<file path="src/rtl/ch_aggregator_if.sv">
// ----------------------------------------------------------------------------
// ch_aggregator_if
// Groups the control and memory-bus signals of the cluster-head aggregation
// stage. Clock and reset stay outside as plain ports.
//
// Signals:
//   en             global enable; low freezes the aggregator
//   start          start pulse, honoured only while the aggregator is idle
//   forAggregation 1 when this node is cluster head
//   data_in        memory read data, valid one cycle after address changes
//   address        memory address (registered in the aggregator)
//   wr_en          memory write strobe
//   data_out       memory write data (registered in the aggregator)
//   done           one-cycle completion pulse
//
// Modports:
//   master  environment side (controller + memory) driving the aggregator
//   slave   the aggregator itself
// ----------------------------------------------------------------------------
interface ch_aggregator_if;
    logic        en;
    logic        start;
    logic        forAggregation;
    logic [15:0] data_in;
    logic [10:0] address;
    logic        wr_en;
    logic [15:0] data_out;
    logic        done;

    modport master (
        output en, start, forAggregation, data_in,
        input  address, wr_en, data_out, done
    );

    modport slave (
        input  en, start, forAggregation, data_in,
        output address, wr_en, data_out, done
    );
endinterface

</file>
<file path="src/rtl/ch_aggregator.sv">
// ----------------------------------------------------------------------------
// ch_aggregator
// Cluster-head data aggregation stage. On a cluster-head node it reads the
// member-packet count and the buffered member payloads from the shared data
// memory, reduces them to a saturating sum and an unsigned maximum, and writes
// a 3-word record (sum, max, {sat, 7'b0, N}) at OUT_BASE. On a non-cluster-head
// node it only pulses done.
//
// Handshake: start is a level sampled on a rising edge while the block is IDLE
// and en is high; done is high for exactly one cycle when the operation
// completes. en low freezes every register; wr_en is forced low meanwhile.
//
// Ports:
//   clock        sole clock, rising edge
//   nrst         synchronous active-low reset
//   bus          ch_aggregator_if.slave (control + memory bus)
//   o_dbg_state  current FSM state encoding, for observation only
// ----------------------------------------------------------------------------
module ch_aggregator #(
    parameter logic [10:0] COUNT_ADDR  = 11'h010,
    parameter logic [10:0] BUF_BASE    = 11'h020,
    parameter logic [10:0] OUT_BASE    = 11'h100,
    parameter logic [7:0]  MAX_MEMBERS = 8'd16
) (
    input  logic            clock,
    input  logic            nrst,
    ch_aggregator_if.slave  bus,
    output logic [3:0]      o_dbg_state
);

    typedef enum logic [3:0] {
        IDLE    = 4'd0,
        RD_CNT  = 4'd1,
        CAP_CNT = 4'd2,
        RD_DAT  = 4'd3,
        CAP_DAT = 4'd4,
        WR_SUM  = 4'd5,
        WR_MAX  = 4'd6,
        WR_CNT  = 4'd7,
        DONE    = 4'd8
    } state_t;

    state_t      r_state, w_state_nx;
    logic [10:0] r_addr,  w_addr_nx;
    logic [15:0] r_dout,  w_dout_nx;
    logic        r_wr,    w_wr_nx;
    logic        r_done,  w_done_nx;
    logic [15:0] r_sum,   w_sum_nx;
    logic [15:0] r_max,   w_max_nx;
    logic [7:0]  r_n,     w_n_nx;
    logic [7:0]  r_idx,   w_idx_nx;
    logic        r_sat,   w_sat_nx;

    logic [16:0] w_add;
    logic        w_add_ovf;
    logic [15:0] w_sum_sat;
    logic [15:0] w_max_cap;
    logic        w_clamped;
    logic [7:0]  w_n_clamp;
    logic [7:0]  w_idx_inc;

    // Datapath helpers evaluated against the word currently on data_in.
    assign w_add     = {1'b0, r_sum} + {1'b0, bus.data_in};
    assign w_add_ovf = w_add[16];
    assign w_sum_sat = w_add_ovf ? 16'hFFFF : w_add[15:0];
    assign w_max_cap = (bus.data_in > r_max) ? bus.data_in : r_max;
    assign w_clamped = (bus.data_in > {8'd0, MAX_MEMBERS});
    assign w_n_clamp = w_clamped ? MAX_MEMBERS : bus.data_in[7:0];
    assign w_idx_inc = r_idx + 8'd1;

    // State and datapath registers. en low holds everything, including the
    // IDLE sampling of start.
    always_ff @(posedge clock) begin
        if (!nrst) begin
            r_state <= IDLE;
            r_addr  <= 11'd0;
            r_dout  <= 16'd0;
            r_wr    <= 1'b0;
            r_done  <= 1'b0;
            r_sum   <= 16'd0;
            r_max   <= 16'd0;
            r_n     <= 8'd0;
            r_idx   <= 8'd0;
            r_sat   <= 1'b0;
        end else if (bus.en) begin
            r_state <= w_state_nx;
            r_addr  <= w_addr_nx;
            r_dout  <= w_dout_nx;
            r_wr    <= w_wr_nx;
            r_done  <= w_done_nx;
            r_sum   <= w_sum_nx;
            r_max   <= w_max_nx;
            r_n     <= w_n_nx;
            r_idx   <= w_idx_nx;
            r_sat   <= w_sat_nx;
        end
    end

    always_comb begin
        w_state_nx = r_state;
        w_addr_nx  = r_addr;
        w_dout_nx  = r_dout;
        w_wr_nx    = r_wr;
        w_done_nx  = r_done;
        w_sum_nx   = r_sum;
        w_max_nx   = r_max;
        w_n_nx     = r_n;
        w_idx_nx   = r_idx;
        w_sat_nx   = r_sat;

        case (r_state)
            IDLE: begin
                if (bus.start) begin
                    if (!bus.forAggregation) begin
                        // Enter DONE with the pulse not yet armed; DONE raises
                        // it one edge later.
                        w_state_nx = DONE;
                    end else begin
                        w_addr_nx  = COUNT_ADDR;
                        w_sum_nx   = 16'd0;
                        w_max_nx   = 16'd0;
                        w_idx_nx   = 8'd0;
                        w_sat_nx   = 1'b0;
                        w_state_nx = RD_CNT;
                    end
                end
            end

            RD_CNT: w_state_nx = CAP_CNT;

            CAP_CNT: begin
                w_n_nx   = w_n_clamp;
                // A clamped count is flagged in the same bit as sum overflow.
                w_sat_nx = w_clamped;
                if (w_n_clamp != 8'd0) begin
                    w_addr_nx  = BUF_BASE;
                    w_state_nx = RD_DAT;
                end else begin
                    w_wr_nx    = 1'b1;
                    w_addr_nx  = OUT_BASE;
                    w_dout_nx  = r_sum;
                    w_state_nx = WR_SUM;
                end
            end

            RD_DAT: w_state_nx = CAP_DAT;

            CAP_DAT: begin
                w_sum_nx = w_sum_sat;
                w_sat_nx = r_sat | w_add_ovf;
                w_max_nx = w_max_cap;
                w_idx_nx = w_idx_inc;
                if (w_idx_inc < r_n) begin
                    w_addr_nx  = r_addr + 11'd1;
                    w_state_nx = RD_DAT;
                end else begin
                    // The sum written here already includes the last word.
                    w_wr_nx    = 1'b1;
                    w_addr_nx  = OUT_BASE;
                    w_dout_nx  = w_sum_sat;
                    w_state_nx = WR_SUM;
                end
            end

            WR_SUM: begin
                w_addr_nx  = OUT_BASE + 11'd1;
                w_dout_nx  = r_max;
                w_state_nx = WR_MAX;
            end

            WR_MAX: begin
                w_addr_nx  = OUT_BASE + 11'd2;
                w_dout_nx  = {r_sat, 7'd0, r_n};
                w_state_nx = WR_CNT;
            end

            WR_CNT: begin
                w_wr_nx    = 1'b0;
                w_done_nx  = 1'b1;
                w_state_nx = DONE;
            end

            DONE: begin
                if (r_done) begin
                    w_done_nx  = 1'b0;
                    w_state_nx = IDLE;
                end else begin
                    w_done_nx  = 1'b1;
                end
            end

            default: w_state_nx = IDLE;
        endcase
    end

    assign bus.address  = r_addr;
    assign bus.wr_en    = r_wr & bus.en;
    assign bus.data_out = r_dout;
    assign bus.done     = r_done;
    assign o_dbg_state  = r_state;

endmodule

</file>
<file path="src/flat_wrapper.sv">
// flat-port wrapper written by rule: the top's interface ports become plain ports
module ch_aggregator_flat 
#(
    parameter logic [10:0] COUNT_ADDR  = 11'h010,
    parameter logic [10:0] BUF_BASE    = 11'h020,
    parameter logic [10:0] OUT_BASE    = 11'h100,
    parameter logic [7:0]  MAX_MEMBERS = 8'd16
)
  (clock, nrst, o_dbg_state, bus_en, bus_start, bus_forAggregation, bus_data_in, bus_address, bus_wr_en, bus_data_out, bus_done);
  ch_aggregator_if bus_i ();
  input  logic clock;
  input  logic nrst;
  output logic [3:0] o_dbg_state;
  input wire logic [$bits(bus_i.en)-1:0] bus_en;
  input wire logic [$bits(bus_i.start)-1:0] bus_start;
  input wire logic [$bits(bus_i.forAggregation)-1:0] bus_forAggregation;
  input wire logic [$bits(bus_i.data_in)-1:0] bus_data_in;
  output wire logic [$bits(bus_i.address)-1:0] bus_address;
  output wire logic [$bits(bus_i.wr_en)-1:0] bus_wr_en;
  output wire logic [$bits(bus_i.data_out)-1:0] bus_data_out;
  output wire logic [$bits(bus_i.done)-1:0] bus_done;
  assign bus_i.en = bus_en;
  assign bus_i.start = bus_start;
  assign bus_i.forAggregation = bus_forAggregation;
  assign bus_i.data_in = bus_data_in;
  assign bus_address = bus_i.address;
  assign bus_wr_en = bus_i.wr_en;
  assign bus_data_out = bus_i.data_out;
  assign bus_done = bus_i.done;
  ch_aggregator #(.COUNT_ADDR(COUNT_ADDR), .BUF_BASE(BUF_BASE), .OUT_BASE(OUT_BASE), .MAX_MEMBERS(MAX_MEMBERS)) u_core (.clock(clock), .nrst(nrst), .bus(bus_i), .o_dbg_state(o_dbg_state));
endmodule
</file>
<file path="config.mk">
export PLATFORM = sky130hd
export DESIGN_NAME = ch_aggregator_flat
export DESIGN_NICKNAME = d
export VERILOG_FILES = /design/src/rtl/ch_aggregator_if.sv /design/src/rtl/ch_aggregator.sv /design/src/flat_wrapper.sv
export SDC_FILE = /design/constraint.sdc
export NUM_CORES = 1
export LEC_CHECK = 0
export ABC_AREA = 1
export CAP_MARGIN = 20
export CORE_MARGIN = 10
export CORE_UTILIZATION = 60
export DETAILED_ROUTE_END_ITERATION = 7
export GPL_TIMING_DRIVEN = 0
export PLACE_DENSITY = 0.83
export SYNTH_ARGS = -nofsm -noshare
export SYNTH_HDL_FRONTEND = slang
export SYNTH_SLANG_ARGS = --single-unit
export TNS_END_PERCENT = 1
</file>
<file path="constraint.sdc">
create_clock -name clock -period 7.8 [get_ports clock]
set_clock_uncertainty 0.15 [all_clocks]
set_input_delay 2.34 -clock clock [delete_from_list [all_inputs] [get_ports clock]]
set_output_delay 2.34 -clock clock [all_outputs]
set_load 0.01 [all_outputs]
</file>
== Word-level counts from Yosys, hierarchy flattened ==
Index checks and enable logic that the tools add are counted.
Storage, ports and cells
  register bits after elaboration: 82
  input port bits: 21
  output and inout bits: 33
  logic and storage cells: 81
Operators by class
  add/sub/neg operators: 3
  $lt $le $gt $ge: 3
  equality and inequality tests: 14
  muxes and demuxes: 32
  bitwise logic cells: 2
  reductions and logical operators: 17
Operator list (count)
  $mux 16: 6
  $pmux 16 s2: 2
  $pmux 16 s4: 1
  $pmux 11 s5: 1
  $pmux 4 s9: 1
  $mux 11: 3
  $mux 8: 3
  $reduce_and 4->1: 5
  $add 16x16->17: 1
  $eq 4x3->1 const B: 4
  $gt 16x16->1: 1
  $gt 16x5->1 const B: 1
  $pmux 8 s2: 1
  $mux 4: 3
  $add 11x1->11 const B: 1
  $mux 9: 1
  $add 8x1->8 const B: 1
  $eq 4x2->1 const B: 2
  $lt 8x8->1: 1
  $ne 2x2->1 const B: 4
  $reduce_bool 8->1: 1
  $mux 3: 2
  $pmux 1 s3: 2
  $reduce_bool 3->1: 2
  other kinds (14): 21

== Depth between registers and ports, before layout ==
Gate-level depths: netlist (run 1).
  depth in word-level cells: 5
  depth in mapped cells: 16
  gate-level depth less buffers: 15

== Worst setup path before layout (run 1) ==
Ideal clock, no wire load.
  path kind: input to output
  start: input port bus_en
  end: output port bus_wr_en
  arrival: 2.676 ns
  data required time: 5.310 ns
  path slack: 2.634 ns
  stages: 3
  path buffers: 1
  cell sequence: buf_2 nand2_1 inv_1
Between the ends
  word-level cells in the longest chain between the ends: 1
RTL lines
  start, declared: RTL line flat_wrapper.sv:14  | input wire logic [$bits(bus_i.en)-1:0] bus_en;
  $and 1x1->1: RTL line ch_aggregator.sv:197  | assign bus.wr_en = r_wr & bus.en;
  end, declared: RTL line flat_wrapper.sv:19  | output wire logic [$bits(bus_i.wr_en)-1:0] bus_wr_en;
No other way between the ends.

== Worst setup path in the final report (run 1) ==
Same ends and word-level chain as after synthesis.

==> impl_results.md, run 1 <==
- Status: finished clean
- Vias in the first global route: approximately 5500
- Worst endpoint data arrival time: 3.23 ns
- Crit path capture: bus_wr_en
- Num CTS Buffers: 9
- Simple-Gate Fraction of Synth Area: 0.366
- Ports: 54
- Via density: approximately 5.4
- Post-Synth XOR/XNOR Area: 0.0230
- Post_cts resized: 0
- Mapped Nets: between 900 and 1000
- Multi-input logic area: approximately 3500 um2
- Final min period: around 5.7 ns
- DRT antenna net count: 0
- Crit-path max FO: 10
- CTS tree: built
- Worst slew pin tran: 0.654 ns
- Reg2reg start: u_core.r_idx[0]
- Filler cell count: between 800 and 900
- Antenna violations before repair: 0
- First-pass GRT wire length: roughly 27000 um
- Largest net degree at the start of global routing: 15
- Final nets: 1027
- Routed vias: 5914
- Hold WS: 0.307 ns
- Critical Path Stages: 4
- Post-synth EDFFs: 0
- Root buf cell: clkbuf_8
- Critical Path Start: bus_en
- Register Area: about 1600 um2
- Hold Path Class: reg -> reg
- Crit end category: output pin
- Seq/Total Area, Yosys: 0.287
- Die Span Y: approximately 120 um
- Final core utilization: 0.719
- CTS clk-pin slew, worst paths: 0.09 ns
- I/O Buffers: 51
- # H-tree levels: 3
- Post-DR wirelength/cell: 14.6 um
- Leakage power: ~3.0 nW
- Drt drc: 0
- Yosys cell types: 42
- Post-Route WL: about 16000 um
- Final setup fails: 0
- Synth Area in Compound Gates: 0.123
- Kind of cell adding the most delay to the critical path: buffers and inverters
- IR drop worst, VDD: about 110 uV
- Average cell area after synthesis: between 6 and 7 um2
- Fin crit share: 0.734
- Critical R2R Capture: u_core.bus.data_out[5]
- R2r worst-path depth: 14
- Hold buffers post-CTS: 0
- Clock sink count: 82
- Worst-case clock buffer depth: 2
- Initial DRC count: between 500 and 600
- Unrepaired setup endpoints after global routing: false
- Critical Path RT: roughly 5.3 ns
- R2R Setup Slk: 4.96 ns
- Fmax: 175 MHz
- Cell count after synthesis: 902
- Layout cells sized above 1: 0.0640
- Skew-Pair Late Insertion Delay: roughly 0.36 ns
- Cell area after synthesis: between 5000 and 6000 um2
- Async SR Flop Fraction: 0
- Initial Util: 0.619
- Overflow after GRT: 0
- Relative slew slack: 0.564
- Die width: around 120 um
- Fin area: about 6600 um2
- Fin. max-slew vios: 0
- Drt pass-1 iters: 5
- Setup TNS: 0 ns
- Cells along the critical path: buf_2 -> nand2_1 -> inv_1 -> clkdlybuf4s50_1
- Critical Path Start Type: input port
- Max-cap violations: 0
- Core area: between 9000 and 10000 um2
- Num rows: 35
- Crit-path max cell delay: 0.52 ns
- GRT Total Usage: 0.232
- Antenna cells: 0
- RePlAce Congestion: ~0.96
- Hold Vio Cnt, Final: 0
- Number of post-CTS setup repair buffers: 0
- Area share of fa/ha/maj cells after synthesis: 0.0932
- Yosys warns: 0
- Number of synthesized register bits: slightly above 80
- PwrDens: about 150 nW/um2
- Die Footprint: roughly 14000 um2
- Main combinational cell family by area after synthesis: simple AND/OR/NAND/NOR gates
- Placed cell areas: around 6400 um2
- Ys flop type: dfxtp_1
- Worst path slowest cell: clkdlybuf4s50_1
- Crit Path Class: in -> out
- P&R area growth vs syn: 16.1%
- DPL Wire Length: approximately 13000 um
- Bufs and invs on worst path: 3
- Fraction of synthesized area in multiplexers: 0
## layer usage
| metal | wire length, um | global-route usage | vias up |
|---|---|---|---|
| met1 | 7300 | 0.312 | 2608 |
| met2 | 6750 | 0.345 | 258 |
| met5 | 0 | 0 | - |
| met3 | 1690 | 0.0614 | 27 |
| li1 | - | - | 3021 |
| met4 | 327 | 0.0835 | 0 |
## cell usage after synthesis (8+ instances only)
| library cell | n | area, um2 |
|---|---|---|
| o21ai_0 | 27 | 135 |
| nor3_1 | 11 | 55.1 |
| inv_2 | 9 | 33.8 |
| dfxtp_1 | 82 | 1640 |
| clkbuf_1 | 8 | 30.0 |
| nand3_1 | 72 | 360 |
| xor2_1 | 9 | 78.8 |
| nand4_1 | 12 | 75.1 |
| a21oi_1 | 82 | 410 |
| buf_2 | 9 | 45.0 |
| nor2_1 | 85 | 319 |
| nand2_1 | 274 | 1030 |
| inv_1 | 110 | 413 |
| ha_1 | 41 | 513 |
## logic make-up after synthesis
kind of cell | count (synthesis)
flip-flops | 82
AND/OR/NAND/NOR | 484
AO/OA/AOI/OAI | 131
adder cells (fa/ha/maj) | 42
buffers and inverters | 148
XOR/XNOR | 15
## placed cells by master, fill, tap and decap left out, drive strengths merged, types with 12 or more instances in the layout
| cell type | count |
|---|---|
| nand4 | 12 |
| clkdlybuf4s50 | 51 |
| nand2 | 281 |
| buf | 19 |
| nor2 | 90 |
| a21oi | 84 |
| clkbuf | 18 |
| ha | 41 |
| o21ai | 30 |
| nor3 | 12 |
| dfxtp | 82 |
| inv | 120 |
| nand3 | 75 |
## layout make-up
class	count	area share
Inverter	121	0.0684
Sequential cell	82	0.247
Timing Repair Buffer	51	0.0769
Clock buffer	10	0.0207
Clock inverter	6	0.0168
Buffer	27	0.0243
Tap cell	129	0.0243
Multi-Input combinational cell	672	0.521
## worst register-to-register path: stages, from the launching register on
cell      delay [ns]
dfxtp_1         0.41
nand3_1         0.14
nand3b_1        0.21
nand3b_1        0.21
xnor2_1         0.23
ha_1            0.28
a21oi_1         0.13
o21a_1          0.22
nand3_4         0.14
nand2_2         0.12
inv_2           0.04
nand3_2         0.12
buf_6           0.16
nand2_1         0.05
a21oi_1         0.15
## through the flow
stage / cells / setup slack [ns] / total power [mW]
6_report: 1098 / 2.08 / 1.02
5_1_grt: 1098 / 1.99 / 1.07
4_1_cts: 1098 / 2.07 / 1.02
3_5_place_dp: 1082 / 2.07 / 0.640
3_3_place_gp: 1082 / 2.06 / 0.638
2_1_floorplan: 902 / 2.63 / 0.581
## power by group
group / internal (mW) / switching (mW)
registers: 0.433 / 0.0122
clock network: 0.222 / 0.166
logic: 0.0706 / 0.117
## registers in the layout, indices dropped and copies added (netlist names)
name and count:
u_core.bus.data_out 16, u_core.r_wr 1, u_core.r_sum 16, u_core.r_idx 8
u_core.r_n 8, u_core.o_dbg_state 4, u_core.bus.address 11, u_core.bus.done 1
u_core.r_sat 1, u_core.r_max 16
## how the worst min path moves through the flow
stage / startpoint / endpoint / slack [ns] / depth (start not counted)
6_report: u_core.r_n[5] / u_core.r_n[5] / 0.31 / 2
5_1_grt: u_core.r_n[5] / u_core.r_n[5] / 0.33 / 2
4_1_cts: u_core.r_n[5] / u_core.r_n[5] / 0.31 / 2
3_5_place_dp: u_core.r_n[5] / u_core.r_n[5] / 0.30 / 2
3_3_place_gp: u_core.r_n[5] / u_core.r_n[5] / 0.29 / 2
2_1_floorplan: u_core.r_wr / u_core.r_wr / 0.28 / 2
Note: power is estimated with default switching activity, not from simulation.
==> inputs of run 2 (changes only) <==
--- a/config.mk
+++ b/config.mk
@@ -8,10 +8,10 @@
 export ABC_AREA = 1
 export CAP_MARGIN = 20
 export CORE_MARGIN = 10
-export CORE_UTILIZATION = 60
+export CORE_UTILIZATION = 53
 export DETAILED_ROUTE_END_ITERATION = 7
 export GPL_TIMING_DRIVEN = 0
-export PLACE_DENSITY = 0.83
+export PLACE_DENSITY = 0.78
 export SYNTH_ARGS = -nofsm -noshare
 export SYNTH_HDL_FRONTEND = slang
 export SYNTH_SLANG_ARGS = --single-unit
==> constraint.sdc (replaced) <==
create_clock -name clock -period 4.8 [get_ports clock]
set_clock_uncertainty 0.15 [all_clocks]
set_input_delay 1.44 -clock clock [delete_from_list [all_inputs] [get_ports clock]]
set_output_delay 1.44 -clock clock [all_outputs]
set_load 0.01 [all_outputs]
==> impl_results.md, run 2 (synthesized netlist as in run 1, its figures left out) <==
- PwrDens: approximately 240 nW/um2
- Post-DR wirelength/cell: between 10 and 15 um
- Reg2reg start: u_core.r_idx[0]
- Final min period: ~4.1 ns
- R2R Setup Slk: a little under 2 ns
- Number of post-CTS setup repair buffers: 0
- Max-cap violations: 0
- Fmax: about 250 MHz
- Worst slew pin tran: 0.672 ns
- Root buf cell: clkbuf_8
- Layout cells sized above 1: 0.0640
- GRT Total Usage: 0.222
- Status: finished clean
- Crit Path Class: in -> reg
- Placed cell areas: 6400 um2
- Initial Util: 0.549
- Hold Vio Cnt, Final: 0
- Critical Path Start Type: input port
- Final nets: 1027
- Final setup fails: 0
- Die Span Y: 124 um
- Fin crit share: 0.848
- Worst hold path cell count: 2
- # H-tree levels: 3
- Most frequent cells in the layout: 274 x nand2_1, 110 x inv_1, 85 x nor2_1
- Pre-CTS setup slack: between 0.4 and 0.5 ns
- Skew-Pair Late Insertion Delay: 0.38 ns
- Hold buffers post-CTS: 0
- Crit-path max FO: 10
- Final worst slack: 0.731 ns
- Drt drc: 0
- IR drop worst, VDD: ~140 uV
- I/O Buffers: 51
- Worst path slowest cell: clkdlybuf4s50_1
- Fin area: around 6600 um2
- Hold Path Origin: u_core.r_n[6]
- Post_cts resized: 0
- Die width: around 120 um
- Antenna cells: 0
- Leakage power: between 3 and 4 nW
- Initial DRC count: between 600 and 700
- Die Footprint: around 15000 um2
- Core area: between 10000 and 15000 um2
- Routed vias: approximately 6000
- Final core utilization: 0.635
- Ports: 54
- Relative slew slack: 0.552
- Drt pass-1 iters: 5
- DPL Wire Length: between 10000 and 15000 um
- Crit-path max cell delay: about 0.54 ns
- Hold Path Class: reg -> reg
- Critical Path RT: between 4 and 5 ns
- Num rows: 37
- Vias in the first global route: 5514
- Min-Delay Endpoint: u_core.r_n[6]
- DRT antenna net count: 0
- Post-Route WL: roughly 17000 um
- Largest net degree at the start of global routing: 15
- Unrepaired setup endpoints after global routing: false
- Worst-case clock buffer depth: 2
- Top cell by count, worst path: nand2_1
- Num CTS Buffers: 9
- Antenna violations before repair: 0
- Cells along the critical path: clkdlybuf4s50_1 -> ha_1 -> fa_1 -> nand2_1 -> nand2_1 -> nand3_1 -> nand2_1 -> a21oi_2 -> buf_6 -> nand2_1 -> nand2_1 -> nand4_1 -> nor2_1 -> nor2_1
- First-pass GRT wire length: 27100 um
- Worst endpoint data arrival time: between 4 and 5 ns
- Via density: between 5 and 6
- Crit end category: flop
- Most common cell after layout, fill and taps aside: nand2_1
- RePlAce Congestion: around 0.97
- CTS tree: built
- Clock sink count: 82
- R2r worst-path depth: 14
- Setup TNS: 0 ns
- CTS clk-pin slew, worst paths: ~0.090 ns
- P&R area growth vs syn: 15.6%
- Fin. max-slew vios: 0
- Critical R2R Capture: u_core.bus.data_out[7]
- Overflow after GRT: 0
## run 2: cell count changes in the layout (fill, tap and decap cells not counted), sizes merged
cell      before  now
bufinv         3    1
inv          120  119
clkbuf        18   19
clkinv         3    4
clkinvlp       1    2
## run 2: how the worst max path moves through the flow
stage                   startpoint                     end  slack, ns
floorplan                   bus_en               bus_wr_en       1.43
global placement    bus_data_in[0]  u_core.bus.data_out[3]       0.40
detailed placement  bus_data_in[0]  u_core.bus.data_out[7]       0.41
CTS                 bus_data_in[0]  u_core.bus.data_out[7]       0.78
global route        bus_data_in[0]  u_core.bus.data_out[0]       0.60
finish              bus_data_in[0]  u_core.bus.data_out[7]       0.73
## run 2: final cells by class
class,count,area (um2)
clock buffer,11,151
timing repair buffer,51,510
buffer,27,161
multi-input combinational,672,3460
fill,1060,3800
sequential,82,1640
inverter,121,454
tap,136,170
clock inverter,5,62.6
## run 2: worst max-delay path, delay by kind of cell
| family | cells | cell delay [ns] |
|---|---|---|
| and+or+nand+nor | 9 | 0.89 |
| adders and majority gates | 2 | 0.72 |
| AOI/OAI and AO/OA | 1 | 0.36 |
| buffers and inverters | 2 | 0.76 |
## run 2: metal layers
metal / routed length [um] / vias to the layer above / track usage
li1: - / 3025 / -
met3: 1560 / 25 / 0.0403
met4: 361 / 0 / 0.0808
met5: 0 / - / 0
met1: 7440 / 2687 / 0.293
met2: 7150 / 233 / 0.354
## run 2: metrics by stage
step                      hold slack, ns  instances  power [mW]
after floorplan                    0.276        902       0.944
after global placement             0.295       1089        1.04
after detailed placement           0.299       1089        1.04
after CTS                          0.313       1105        1.58
after global routing               0.346       1105        1.65
final                              0.312       1105        1.58
## run 2: report_power, final
part | internal, mW | switching (mW) | leakage [nW]
clock | 0.271 | 0.273 | 0.102
sequential | 0.704 | 0.0209 | 0.663
combinational | 0.115 | 0.195 | 2.26
total | 1.09 | 0.488 | 3.03
==> inputs of run 3 (changes only) <==
--- a/config.mk
+++ b/config.mk
@@ -8,10 +8,10 @@
 export ABC_AREA = 1
 export CAP_MARGIN = 20
 export CORE_MARGIN = 10
-export CORE_UTILIZATION = 53
+export CORE_UTILIZATION = 58
 export DETAILED_ROUTE_END_ITERATION = 7
 export GPL_TIMING_DRIVEN = 0
-export PLACE_DENSITY = 0.78
+export PLACE_DENSITY = 0.81
 export SYNTH_ARGS = -nofsm -noshare
 export SYNTH_HDL_FRONTEND = slang
 export SYNTH_SLANG_ARGS = --single-unit
==> constraint.sdc (replaced) <==
create_clock -name clock -period 3.75 [get_ports clock]
set_clock_uncertainty 0.15 [all_clocks]
set_input_delay 1.125 -clock clock [delete_from_list [all_inputs] [get_ports clock]]
set_output_delay 1.125 -clock clock [all_outputs]
set_load 0.01 [all_outputs]
==> impl_results.md, run 3 (synthesized netlist as in run 1, its figures left out) <==
- Largest net degree at the start of global routing: 14
- Filler cell count: 875
- Skew-Pair Late Insertion Delay: around 0.38 ns
- I/O Buffers: 51
- Hold Vio Cnt, Final: 0
- Status: finished clean
- Antenna cells: 0
- Antenna violations before repair: 0
- GR Util met1: 0.304
- Hold buffers post-CTS: 0
- R2R Setup Slk: ~0.94 ns
- Die width: roughly 120 um
- Drt drc: 0
- CTS clk-pin slew, worst paths: approximately 0.09 ns
- Drt pass-1 iters: 6
- Clock sink count: between 80 and 90
- Reg2reg start: u_core.r_idx[0]
- Worst endpoint data arrival time: 3.64 ns
- Hold Path Origin: u_core.r_n[5]
- Critical R2R Capture: u_core.bus.data_out[13]
- RePlAce Congestion: between 1 and 1.5
- Routed vias: between 6000 and 7000
- Unrepaired setup endpoints after global routing: false
- Crit-path max FO: 10
- Setup TNS: 0 ns
- Ports: 54
- Num CTS Buffers: 9
- IR drop worst, VDD: between 150 and 200 uV
- Initial Util: 0.591
- GRT Total Usage: 0.231
- Overflow after GRT: 0
- Fin crit share: 0.939
- Via density: 5.51
- First-pass GRT wire length: ~27000 um
- Critical Path Start Type: input port
- M2 GR Usage: 0.357
- Gr busiest metal: met2
- Crit Path Class: in -> reg
- Num rows: 36
- DRT antenna net count: 0
- Max-cap violations: 0
- Worst hold path cell count: 2
- Crit end category: flop
- Die Span Y: roughly 120 um
- Final non-filler cell total: between 1000 and 1500
- Final setup fails: 0
- Relative slew slack: 0.529
- DPL Wire Length: 12800 um
- GR met3 Demand/Resource: 0.0534
- R2r worst-path depth: 15
- Worst-case clock buffer depth: 2
- Initial DRC count: between 500 and 600
- Vias in the first global route: between 5000 and 6000
- Core area: between 9000 and 10000 um2
- Most common cell after layout, fill and taps aside: nand2_1
- Hold WS: ~0.31 ns
- Fmax: about 280 MHz
- PwrDens: a little over 300 nW/um2
- Worst slew pin tran: roughly 0.71 ns
- Cells after DPL: between 1000 and 1500
- Min-Delay Endpoint: u_core.r_n[5]
- Leakage power: between 3 and 4 nW
- Most frequent cells in the layout: 274 x nand2_1, 110 x inv_1, 85 x nor2_1
- Post-DR wirelength/cell: approximately 15 um
- Final nets: 1028
- Post-Route WL: around 17000 um
- Root buf cell: clkbuf_8
- # H-tree levels: 3
- Hold Path Class: reg -> reg
- Layout cells sized above 1: 0.0639
- P&R area growth vs syn: 16.2%
- CTS tree: built
- Die Footprint: roughly 14000 um2
- Final min period: 3.52 ns
- Critical Path RT: approximately 3.9 ns
- Fin. max-slew vios: 0
==> run 3: timing repair <==
action | in CTS | in global routing
setup endpoints to repair | 1 | 10
pin swaps | 0 | 1
gates cloned | 0 | 0
gates resized for setup | 1 | 2
buffers inserted | 0 | 1
==> run 3: layout make-up <==
type	instances	area (um2)	share of cell area
multi-input combinational	672	3470	0.522
tap	133	166	0.0250
timing repair buffer	52	523	0.0787
clock inverter	4	73.8	0.0111
buffer	27	161	0.0243
clock buffer	12	155	0.0233
inverter	121	454	0.0683
sequential	82	1640	0.247
==> run 3: critical path, cell delays in order <==
cell,delay [ns]
clkdlybuf4s50_1,0.56
ha_1,0.43
or2_1,0.26
nand3_1,0.10
nand2_1,0.15
a21oi_4,0.29
buf_6,0.20
nand2_1,0.09
nand2_1,0.09
o211ai_1,0.17
nor2_1,0.14
nor2_1,0.06
==> run 3: power breakdown <==
group / switching (mW) / internal [mW]
Clock: 0.332 / 0.412
Combinational: 0.250 / 0.147
Sequential: 0.0257 / 0.902
Total: 0.607 / 1.46
==> run 3: worst max-delay path by stage <==
stage                        start                endpoint  slack, ns  cells after the start
floorplan           bus_data_in[0]  u_core.bus.data_out[8]       0.73                     13
global placement    bus_data_in[0]  u_core.bus.data_out[7]      -0.34                     14
detailed placement  bus_data_in[0]  u_core.bus.data_out[7]      -0.36                     14
CTS                 bus_data_in[0]  u_core.bus.data_out[8]       0.08                     14
global route        bus_data_in[3]  u_core.bus.data_out[8]       0.15                     12
finish              bus_data_in[3]  u_core.bus.data_out[8]       0.23                     12
==> run 3: stage by stage <==
stage / setup slack (ns) / cell area [um2] / power, mW / utilization
floorplan: 0.725 / 5720 / 1.21 / -
global placement: -0.341 / 6400 / 1.33 / 0.660
detailed placement: -0.359 / 6400 / 1.34 / 0.660
CTS: 0.0825 / 6630 / 2.07 / 0.685
global route: 0.151 / 6650 / 2.17 / 0.686
finish: 0.229 / 6650 / 2.07 / 0.686
==> run 3: metal layers <==
metal / vias up / share of wire
met5: - / 0
met4: 0 / 0.029
met3: 49 / 0.094
met2: 241 / 0.43
met1: 2762 / 0.45
li1: 3028 / -
